`config.mk`:
```
export PLATFORM = sky130hd
export DESIGN_NAME = axi_burst_addr_gen
export DESIGN_NICKNAME = d
export VERILOG_FILES = /design/src/rtl/axi_burst_addr_gen.sv
export SDC_FILE = /design/constraint.sdc
export NUM_CORES = 1
export LEC_CHECK = 0
export CAP_MARGIN = 20
export CORE_MARGIN = 1
export CORE_UTILIZATION = 45
export CTS_BUF_LIST = sky130_fd_sc_hd__clkbuf_8
export DETAILED_ROUTE_END_ITERATION = 7
export PLACE_DENSITY = 0.86
export SLEW_MARGIN = 20
export SYNTH_ARGS = -nofsm -noshare
export SYNTH_HDL_FRONTEND = slang
export SYNTH_SLANG_ARGS = --single-unit
```
`constraint.sdc`:
```
create_clock -name aclk -period 10.3 [get_ports aclk]
set_clock_uncertainty 0.1 [all_clocks]
set_input_delay 2.06 -clock aclk [delete_from_list [all_inputs] [get_ports aclk]]
set_output_delay 2.06 -clock aclk [all_outputs]
set_load 0.005 [all_outputs]
```
`src/rtl/axi_burst_addr_gen.sv`:
```
// axi_burst_addr_gen: turns one AXI4 burst command into a per-cycle stream of beat descriptors.
// Optional AXI_BURST_CHK_EN adds the illegal-command checker that drives o_err.
module axi_burst_addr_gen #(
  parameter int AW  = 32,
  parameter int DW  = 32,
  parameter int IDW = 4
) (
  input  logic            aclk,
  input  logic            aresetn,
  input  logic            i_cmd_valid,
  output logic            o_cmd_ready,
  input  logic [AW-1:0]   i_cmd_addr,
  input  logic [7:0]      i_cmd_len,
  input  logic [2:0]      i_cmd_size,
  input  logic [1:0]      i_cmd_burst,
  input  logic [IDW-1:0]  i_cmd_id,
  output logic            o_beat_valid,
  input  logic            i_beat_ready,
  output logic [AW-1:0]   o_beat_addr,
  output logic [DW/8-1:0] o_beat_strb,
  output logic            o_beat_last,
  output logic [7:0]      o_beat_idx,
  output logic [IDW-1:0]  o_beat_id,
  output logic            o_err
);
  localparam int NB  = DW / 8;
  localparam int DSZ = $clog2(NB);

  typedef enum logic {S_IDLE, S_BURST} state_t;

  state_t         r_state, w_state_nx;
  logic [AW-1:0]  r_addr, w_next;
  logic [7:0]     r_len, r_idx;
  logic [2:0]     r_size, w_size;
  logic [1:0]     r_burst;
  logic [IDW-1:0] r_id;
  logic           w_cmd_hs, w_beat_hs, w_last;
  logic [11:0]    w_lo, w_inc_sz, w_inc, w_mask, w_next_lo, w_off, w_cst, w_cend;

  assign o_beat_valid = r_state == S_BURST;
  assign w_last       = o_beat_valid && (r_idx == r_len);
  assign o_beat_last  = w_last;
  assign o_cmd_ready  = !o_beat_valid || (w_last && i_beat_ready);
  assign w_cmd_hs     = i_cmd_valid && o_cmd_ready;
  assign w_beat_hs    = o_beat_valid && i_beat_ready;
  assign w_size       = (i_cmd_size > 3'(DSZ)) ? 3'(DSZ) : i_cmd_size;
  assign o_beat_addr  = r_addr;
  assign o_beat_idx   = r_idx;
  assign o_beat_id    = r_id;

  always_comb begin
    w_state_nx = r_state;
    w_state_nx = w_cmd_hs ? S_BURST : (w_beat_hs && w_last) ? S_IDLE : r_state;
  end

  always_ff @(posedge aclk or negedge aresetn) begin
    if (!aresetn) r_state <= S_IDLE;
    else          r_state <= w_state_nx;
  end

  // Address arithmetic stays inside the 4 KB page; upper bits are carried from the start address.
  assign w_lo      = r_addr[11:0];
  assign w_inc_sz  = 12'd1 << r_size;
  assign w_inc     = (w_lo & ~(w_inc_sz - 12'd1)) + w_inc_sz;
  assign w_mask    = 12'((16'(r_len) + 16'd1) << r_size) - 12'd1;
  assign w_next_lo = (r_burst == 2'b00) ? w_lo :
                     (r_burst == 2'b10) ? ((w_lo & ~w_mask) | (w_inc & w_mask)) : w_inc;

  always_comb begin
    w_next       = r_addr;
    w_next[11:0] = w_next_lo;
  end

  assign w_off  = w_lo & 12'(NB - 1);
  assign w_cst  = w_off & ~(w_inc_sz - 12'd1);
  assign w_cend = w_cst + w_inc_sz;

  always_comb begin
    o_beat_strb = '0;
    for (int j = 0; j < NB; j++)
      o_beat_strb[j] = o_beat_valid && (12'(j) >= w_off) && (12'(j) < w_cend);
  end

  always_ff @(posedge aclk or negedge aresetn) begin
    if (!aresetn) begin
      r_addr  <= '0;
      r_len   <= '0;
      r_size  <= '0;
      r_burst <= '0;
      r_id    <= '0;
      r_idx   <= '0;
    end else if (w_cmd_hs) begin
      r_addr  <= i_cmd_addr;
      r_len   <= i_cmd_len;
      r_size  <= w_size;
      r_burst <= (i_cmd_burst == 2'b11) ? 2'b01 : i_cmd_burst;
      r_id    <= i_cmd_id;
      r_idx   <= '0;
    end else if (w_beat_hs && !w_last) begin
      r_addr  <= w_next;
      r_idx   <= r_idx + 8'd1;
    end
  end

`ifdef AXI_BURST_CHK_EN
  logic        r_err, w_illegal;
  logic [11:0] w_amask;
  logic [16:0] w_end;

  assign w_amask   = (12'd1 << i_cmd_size) - 12'd1;
  assign w_end     = 17'(i_cmd_addr[11:0] & ~((12'd1 << w_size) - 12'd1)) +
                     ((17'(i_cmd_len) + 17'd1) << w_size);
  assign w_illegal = (i_cmd_burst == 2'b10 && !(i_cmd_len inside {8'd1, 8'd3, 8'd7, 8'd15})) ||
                     (i_cmd_burst == 2'b10 && (i_cmd_addr[11:0] & w_amask) != 12'd0) ||
                     (i_cmd_size > 3'(DSZ)) ||
                     (i_cmd_burst[0] && w_end > 17'h1000);

  always_ff @(posedge aclk or negedge aresetn) begin
    if (!aresetn)                r_err <= 1'b0;
    else if (w_cmd_hs)           r_err <= w_illegal;
    else if (w_beat_hs && w_last) r_err <= 1'b0;
  end

  assign o_err = r_err;
`else
  assign o_err = 1'b0;
`endif
endmodule
```
==> results.toml <==
[run_status]
status = "finished clean"

[cts]
cts_resized = 0
clk_latency_ps = 340
cts-root-buf = "clkbuf_8"
cts_made_buffers = 9
post_cts_buffers = 0
cts_htree_levels = 3
clkSlewWorstSetupHoldPaths_ps = 70
cts_tree = "yes"
clockBufferDepth = 2
ctsHoldBuffers = 0
clkSinkCount = 58

[final_layout]
most-common-layout-cells = "145 x nand2_1, 102 x clkdlybuf4s50_1, 58 x dfrtp_1"
final_common_cell = "nand2_1"
drive_gt1_frac = 0.0627
area_delta_synth_final_pct = 29.9
final_net_count = 659
n_antenna_cell = 0
fin_cells = 714
fillerInstances = 724

[yosys]
synth_edf_count = 0
ys_seq_elements = 58
ys_warn_count = 0
syn_area_per_cell_um2 = 7.93
synth_nets = 575
yosysSeqAreaShare = 0.354
syn_area_um2 = 4100
netlist_instances = 517
yosys.cell_types.count = 71
async_flop_share = 1.00
synth_flop_cell = "dfrtp_1"

[place]
gp_congestion = 0.952
dp_hpwl_mm = 8.03
io_buffer_count = 103
post-place-ws_ps = 4730
place_inst = 698

[timing]
finalCriticalPeriod_ps = 5550
tightest_slew_ps = 986
whs_ps = 376
max_slew_margin = 0.342
rsz0062_at_grt = "false"
layout_setup_ws_ps = 4750
setup_tns_ps = 0
drv_slew = 0
max_clock_freq_ghz = 0.180
setup_violations = 0
hold_viol = 0
post-route-period-util = 0.539

[routing]
drc_errors = 0
route.antenna.remaining_nets = 0
drt_iter0_markers = 387
routed_wl_mm = 11.3
first_pass_iters = 6
via_count = 4135
vias_per_cell = 5.79
post_drt_wl_per_cell_um = 15.8

[floorplanning]
coreArea_um2 = 8760
ioPinCount = 105
die_w_um = 97.5
die_h_um = 97.5
rows = 34
start_util = 0.468
dieArea_um2 = 9500

[min_path]
worstHoldPathType = "flop to flop"

[setup_path]
worst-path-buf-inv = 3
crit_type = "primary input to output pin"
cp_common_cell = "clkdlybuf4s50_1"
slowest_stage = "clkdlybuf4s50_1"
cp.required_ps = 8140
cp_max_fo = 4
reg2reg_depth = 13
r2r_start = "r_size[0]$_DFFE_PN0P_"
slowest_delay_ps = 470
start_kind = "primary input"
worst-path-stages = 4
crit_path_end_kind = "output pin"
setup.worst_path.end = "o_cmd_ready"
path_cells = "clkdlybuf4s50_1 -> a21boi_1 -> inv_1 -> clkdlybuf4s50_1"
critPathTopFamily = "buffers and inverters"
ff2ff_setup_slack_ps = 6530
cp-startpoint = "i_beat_ready"
cp.arrival_ps = 3390

[global_route]
grt_pass1_wl_mm = 19.1
grt_max_degree = 59
track_usage = 0.244
antenna_found_initial = 0
overflow = 0
grt_pass1_vias = 4222

[power_and_ir_drop]
fin_total_pwr_uw = 1620
power_density_nw_per_um2 = 304
p_leak_uw = 0.00230
ir_worst_vdd_mv = 0.157

[job]
maxCapViolations = 0
## Yosys cell counts, types with 4 or more instances
library cell / number / area [um^2]
nand2_1: 145 / 544
nand2b_1: 9 / 56.3
o21ai_1: 5 / 25.0
nand3_1: 11 / 55.1
xnor2_1: 14 / 123
clkbuf_1: 19 / 71.3
nand4_1: 8 / 50.1
a21oi_1: 26 / 130
o21a_1: 8 / 60.1
or3_1: 4 / 25.0
xor2_1: 18 / 158
nor2b_1: 8 / 50.1
ha_1: 5 / 62.6
a41oi_1: 4 / 35.0
mux2i_1: 6 / 60.1
and3_1: 6 / 37.5
a211oi_1: 5 / 37.5
a211o_1: 4 / 35.0
a21o_1: 4 / 30.0
nor2_1: 29 / 109
o21ai_0: 14 / 70.1
inv_1: 8 / 30.0
mux2_2: 4 / 45.0
a31oi_1: 5 / 31.3
dfrtp_1: 58 / 1450
buf_1: 7 / 26.3
nor3_1: 14 / 70.1
buf_2: 4 / 20.0
## cell type report
type	count	area, um^2	area share
inverters	8	30.0	0.00564
repair buffers	109	1070	0.201
well taps	108	135	0.0254
clock inverters	6	41.3	0.00775
multi-input cells	415	2460	0.462
clock buffers	10	138	0.0258
flip-flops and latches	58	1450	0.273
## kinds of logic (layout without fill, tap and decap cells)
family	after synthesis	after routing	synth area share
other	1	1	0.000915
and+or+nand+nor	252	252	0.280
buffers and inverters	44	133	0.0491
DFF	58	58	0.354
muxes	10	10	0.0256
xor gates and xnor gates	32	32	0.0684
AOI/OAI and AO/OA	115	115	0.207
adders and majority gates	5	5	0.0153
## layer usage
| metal | up-vias | routed length (um) | GRT usage |
|---|---|---|---|
| met3 | 24 | 1020 | 0.0784 |
| met4 | 0 | 218 | 0.0995 |
| li1 | 1979 | - | - |
| met5 | - | 0 | 0 |
| met2 | 198 | 5440 | 0.408 |
| met1 | 1934 | 4580 | 0.288 |
## stage by stage
step / area (um^2) / utilization
3_3_place_gp: 5140 / 0.587
5_1_grt: 5330 / 0.608
2_1_floorplan: 4100 / -
6_report: 5330 / 0.608
4_1_cts: 5320 / 0.607
3_5_place_dp: 5140 / 0.587
## tightest hold or removal path: cells and delay by family, from the launching register on
kind	cells	cell delay (ps)
flops	1	340
simple gates	2	100
## how the worst min path moves through the flow
stage	depth (start not counted)	slack (ps)	end	start
floorplan	2	370	o_beat_addr[12]$_DFFE_PN0P_	o_beat_addr[12]$_DFFE_PN0P_
global placement	2	360	o_beat_id[1]$_DFFE_PN0P_	o_beat_id[1]$_DFFE_PN0P_
detailed placement	2	370	o_beat_addr[26]$_DFFE_PN0P_	o_beat_addr[26]$_DFFE_PN0P_
CTS	2	380	o_beat_addr[17]$_DFFE_PN0P_	o_beat_addr[17]$_DFFE_PN0P_
global route	2	400	o_beat_addr[18]$_DFFE_PN0P_	o_beat_addr[18]$_DFFE_PN0P_
finish	2	380	o_beat_addr[17]$_DFFE_PN0P_	o_beat_addr[17]$_DFFE_PN0P_
## power breakdown
| group | switching [uW] | total (uW) | leakage (uW) | internal, uW |
|---|---|---|---|---|
| logic | 506 | 977 | 0.00149 | 471 |
| registers | 126 | 451 | 0.000723 | 324 |
| clock network | 97.4 | 191 | 0.0000847 | 93.6 |
Note: power is estimated with default switching activity, not from simulation.
==> RTL change 1, RTL diff (same flow settings) <==
Build with the macro `AXI_BURST_CHK_EN` defined.
--- a/src/rtl/axi_burst_addr_gen.sv
+++ b/src/rtl/axi_burst_addr_gen.sv
@@ -2,2 +2,4 @@
 // Optional AXI_BURST_CHK_EN adds the illegal-command checker that drives o_err.
+`define AXI_BURST_CHK_EN
+
 module axi_burst_addr_gen #(
Function: changed (Yosys sat finds a counterexample within 4 cycles, from zero or initial values and one cycle with aresetn low).
==> RTL change 1 against the unedited design <==
The run now ends with DRC left; setup slack worse by 0.56 ns; area after synthesis is 30% higher; sequential cell count is 1 higher; final area is 23% higher; highest routed layer unchanged; power is 6.7% higher; first-iteration DRC count is 32% higher; die area is 30% higher; via count is 30% higher; routed wire length is 31% higher.
==> RTL change 1: results (changes against the unedited design) <==
Status
  – Status: complete, but fails checks
  – Failing checks: DRC

Logic synthesis
  – Post-synthesis mux area share: 3.70% (+1.1 points)
  – XOR/XNOR Fraction of Synth Area: 5.90% (-0.93 points)
  – Synth top cells by count: nand2_1, dfrtp_1, nor2_1
  – Mapped Nets: 768 (+34%)
  – Post-synthesis sequential area ratio: 27.6% (-7.8 points)
  – Compound-gate portion of the synthesized area: 21.8% (+1.1 points)
  – Synth top area cells: dfrtp_1, nand2_1, ha_1
  – Syn Area/Cell: 7.69 um2 (-3.1%)
  – Adder-Cell Fraction of Synth Area: 4.82% (+3.3 points)

Place
  – HPWL after DPL: 10.6 mm (+33%)
  – Dpl ws: 4.49 ns (-0.243 ns)
  – Placed cell area: 0.00636 mm2 (+24%)
  – Routability Congestion: 0.953 (about the same)
  – DP Cell Count: 899 (+29%)

Global routing
  – First-pass GRT wire length: 24.7 mm (+29%)
  – M1 GR Usage: 33.1% (+4.2 points)
  – M3 GR Usage: 4.32% (-3.5 points)
  – Vias in the first global route: 4965 (+18%)
  – Met2 usage: 40.3% (-0.58 points)

Final layout
  – Clock network area share: 2.83% (-0.53 points)
  – Fillers: 1045 (+44%)
  – Layout cells sized above 1: 6.35% (+0.077 points)
  – Sequential cell area share: 22.6% (-4.7 points)
  – Layout Cells excl Fill: 915 (+28%)
  – Multi-input gate share of the layout cell area: 53.9% (+7.7 points)
  – Non-clock buffers, area share: 16.5% (-3.6 points)
  – Non-clk invs: 25 (+17)
  – Final Instance Area: 0.00654 mm2 (+23%)
  – Multi-input gates: 562 (+35%)

Worst setup path
  – Crit path launch: r_size[2]
  – Critical Path AT: 3.95 ns (+0.56 ns)
  – Largest stage delay on the critical path: 0.63 ns (+0.16 ns)
  – CP max FO: 34 (+30)

Routing
  – 1st-iter DRT viols: 509 (+32%)
  – M1 WL: 6.43 mm (+40%)
  – Routed len/inst: 16.1 um (+2.1%)
  – DRT Pass-1 Iters: 7 (+1)
  – Vias: 5363 (+30%)
  – Post-route DRC: 4 (+4)
  – Met3 WL post-DR: 1.11 mm (+8.4%)
  – Met2 WL: 6.92 mm (+27%)

STA
  – Pin slew with the least headroom to its limit: 1.02 ns (+0.0356 ns)

CTS
  – Clock Sink Count: 59 (+1.7%)

Pwr
  – Lkg Pwr: 2.80 nW (+22%)
## RTL change 1: cell count changes after synthesis, moves of 6 or more
cell      unedited run  this run
inv_1                8        23
clkbuf_1            19        29
nand3_1             11        22
mux2i_1              6        16
nor4_1               2        12
nor2_1              29        47
nor2b_1              8        15
ha_1                 5        19
a21oi_1             26        34
o21ai_0             14        38
a21o_1               4        10
## RTL change 1: report_power, final
group          total (W)  internal (W)  switching [W]
registers       0.000468      0.000328       0.000140
clock network   0.000207     0.0000963       0.000110
logic            0.00105      0.000504       0.000549
## RTL change 1: final timing paths
kind	to	slack, ns	cells past startpoint
min reg2reg	o_beat_addr[16]	0.38	2
max	o_beat_strb[0]	4.19	13
max reg2reg	flip-flop	6.34	14
min	o_beat_addr[16]	0.38	2
min in group asynchronous	o_beat_addr[27]	1.76	2
max in group asynchronous	async pin	7.81	2
==> RTL change 2, RTL diff (same flow settings) <==
Made on the original files. Set the parameter `AW` to 16 (it was 32).
--- a/src/rtl/axi_burst_addr_gen.sv
+++ b/src/rtl/axi_burst_addr_gen.sv
@@ -3,3 +3,3 @@
 module axi_burst_addr_gen #(
-  parameter int AW  = 32,
+  parameter int AW  = 16,
   parameter int DW  = 32,
Interface: changed (resized i_cmd_addr and o_beat_addr); port bits go from 105 to 73. No check against the original RTL was run, so the function may have changed too.
==> RTL change 2 against the unedited design <==
Synthesized cell count is 6.8% lower; final area decreased by 15%; area after synthesis down 9.9%; first-iteration DRC count down 14%; setup slack lost 0.69 ns; sequential cell count down 16; routed wire length fell by 1.1%; cell count decreased by 12%; critical endpoint is now o_beat_strb[0].
Power is left out: it rests on default switching activity, and per cell area and clock period it moved more than threefold.
==> RTL change 2: results (changes against the unedited design) <==
Status
  – Status: completed

Final layout
  – Layout cells sized above 1: 5.11% (-1.2 points)
  – Fillers: 741 (+2.3%)
  – Syn-to-layout area delta: 22.9%
  – Multi-input gates: 389 (-6.3%)
  – Clock network area share: 3.03% (-0.33 points)
  – Footprint of the multi-input gates: 0.00241 mm2 (-1.8%)
  – Non-clk invs: 14 (+6)
  – Layout Cells excl Fill: 630 (-12%)
  – Area taken by flip-flops and latches: 0.00105 mm2 (-28%)
  – Non-clk bufs: 75 (-31%)
  – CLK BUF: 5 (-5)
  – Net count, final: 569 (-14%)
  – Non-clock buffers, area share: 16.7% (-3.5 points)

CTS
  – Reg clk slew, reported paths: 0.10 ns (+0.03 ns)
  – Setup Buffers After CTS: 0 (unchanged)
  – Worst skew pair latency: 0.31 ns (-0.03 ns)
  – CTS resizes: 0 (unchanged)
  – H-tree lvl count: 2 (-1)
  – Clock root buffer: clkbuf_8

Worst setup path
  – Crit path launch: r_size[1]
  – Worst reg2reg path depth: 11 (-2)
  – CP max FO: 29 (+25)
  – Worst setup path end: o_beat_strb[0]
  – R2R Setup Slk: 6.03 ns (-0.50 ns)
  – Critical Path AT: 4.08 ns (+0.69 ns)

Worst hold path
  – Hold wc startpoint: o_beat_addr[13]
  – Hold Path Sink: o_beat_addr[13]

Place
  – HPWL after DPL: 7.91 mm (-1.5%)
  – Dpl ws: 4.50 ns (-0.236 ns)
  – Placed cell area: 0.00437 mm2 (-15%)
  – Routability Congestion: 0.897 (-5.8%)
  – Port bufs: 71 (-31%)
  – DP Cell Count: 621 (-11%)

Global routing
  – Met2 usage: 42.1% (+1.3 points)
  – First-pass GRT wire length: 17.9 mm (-6.4%)
  – Largest net degree at the start of global routing: 50 (-15%)
  – Vias in the first global route: 3623 (-14%)
  – Gr usage total: 26.5% (+2.1 points)
  – M1 GR Usage: 35.8% (+6.9 points)
  – M3 GR Usage: 4.60% (-3.2 points)

Logic synthesis
  – Synth top cells by count: nand2_1, dfrtp_1, nor2_1
  – Post-synthesis sequential area ratio: 28.5% (-6.9 points)
  – FF+latch count, synth: 42 (-28%)
  – Ys Warns: 0 (unchanged)
  – Area fraction of the dominant cell type after synthesis: 28.5% (-6.9 points)
  – Mapped Cells: 482 (-6.8%)
  – Synth top area cells: dfrtp_1, nand2_1, nor2_1
  – Yosys cell types: 78 (+9.9%)
  – Mapped Nets: 524 (-8.9%)

STA
  – Final worst slack: 4.06 ns (-0.688 ns)
  – Hold_ws: 0.378 ns (+0.00263 ns)
  – Pin slew with the least headroom to its limit: 0.995 ns (+0.00886 ns)

Routing
  – 1st-iter DRT viols: 334 (-14%)
  – Met2 WL: 5.26 mm (-3.2%)
  – Vias: 3905 (-5.6%)
  – Met3 WL post-DR: 774 um (-24%)
  – M1 WL: 4.85 mm (+5.9%)
  – DRT Pass-1 Iters: 5 (-1)
  – Total wire length: 11.1 mm (-1.1%)
-- RTL change 2: changes by cell type in the layout (fill, tap and decap cells not counted), moves of 7 or more --
cell,before,now
dfrtp_1,58,42
nor3_1,14,6
clkdlybuf4s50_1,102,70
nand2_1,145,101
nor2_1,29,36
a21oi_1,26,19
o211ai_1,2,12
-- RTL change 2: kinds of logic after synthesis --
logic type | share of synthesized area, %
and+or+nand+nor | 27.2
muxes | 2.85
buffers and inverters | 6.23
adders and majority gates | 1.96
AOI/OAI and AO/OA | 26.6
DFF | 28.5
xor gates and xnor gates | 6.64
other | 0.102
-- RTL change 2: worst max-delay path, cell delays in order (launching register included) --
cell and delay [ns]:
dfrtp_1 0.69, nor2_1 0.46, nand2_1 0.22, ha_1 0.34, a41oi_1 0.61, mux2i_1 0.21
nand2_1 0.16, nor2_1 0.07, a2111oi_0 0.42, clkdlybuf4s50_1 0.59
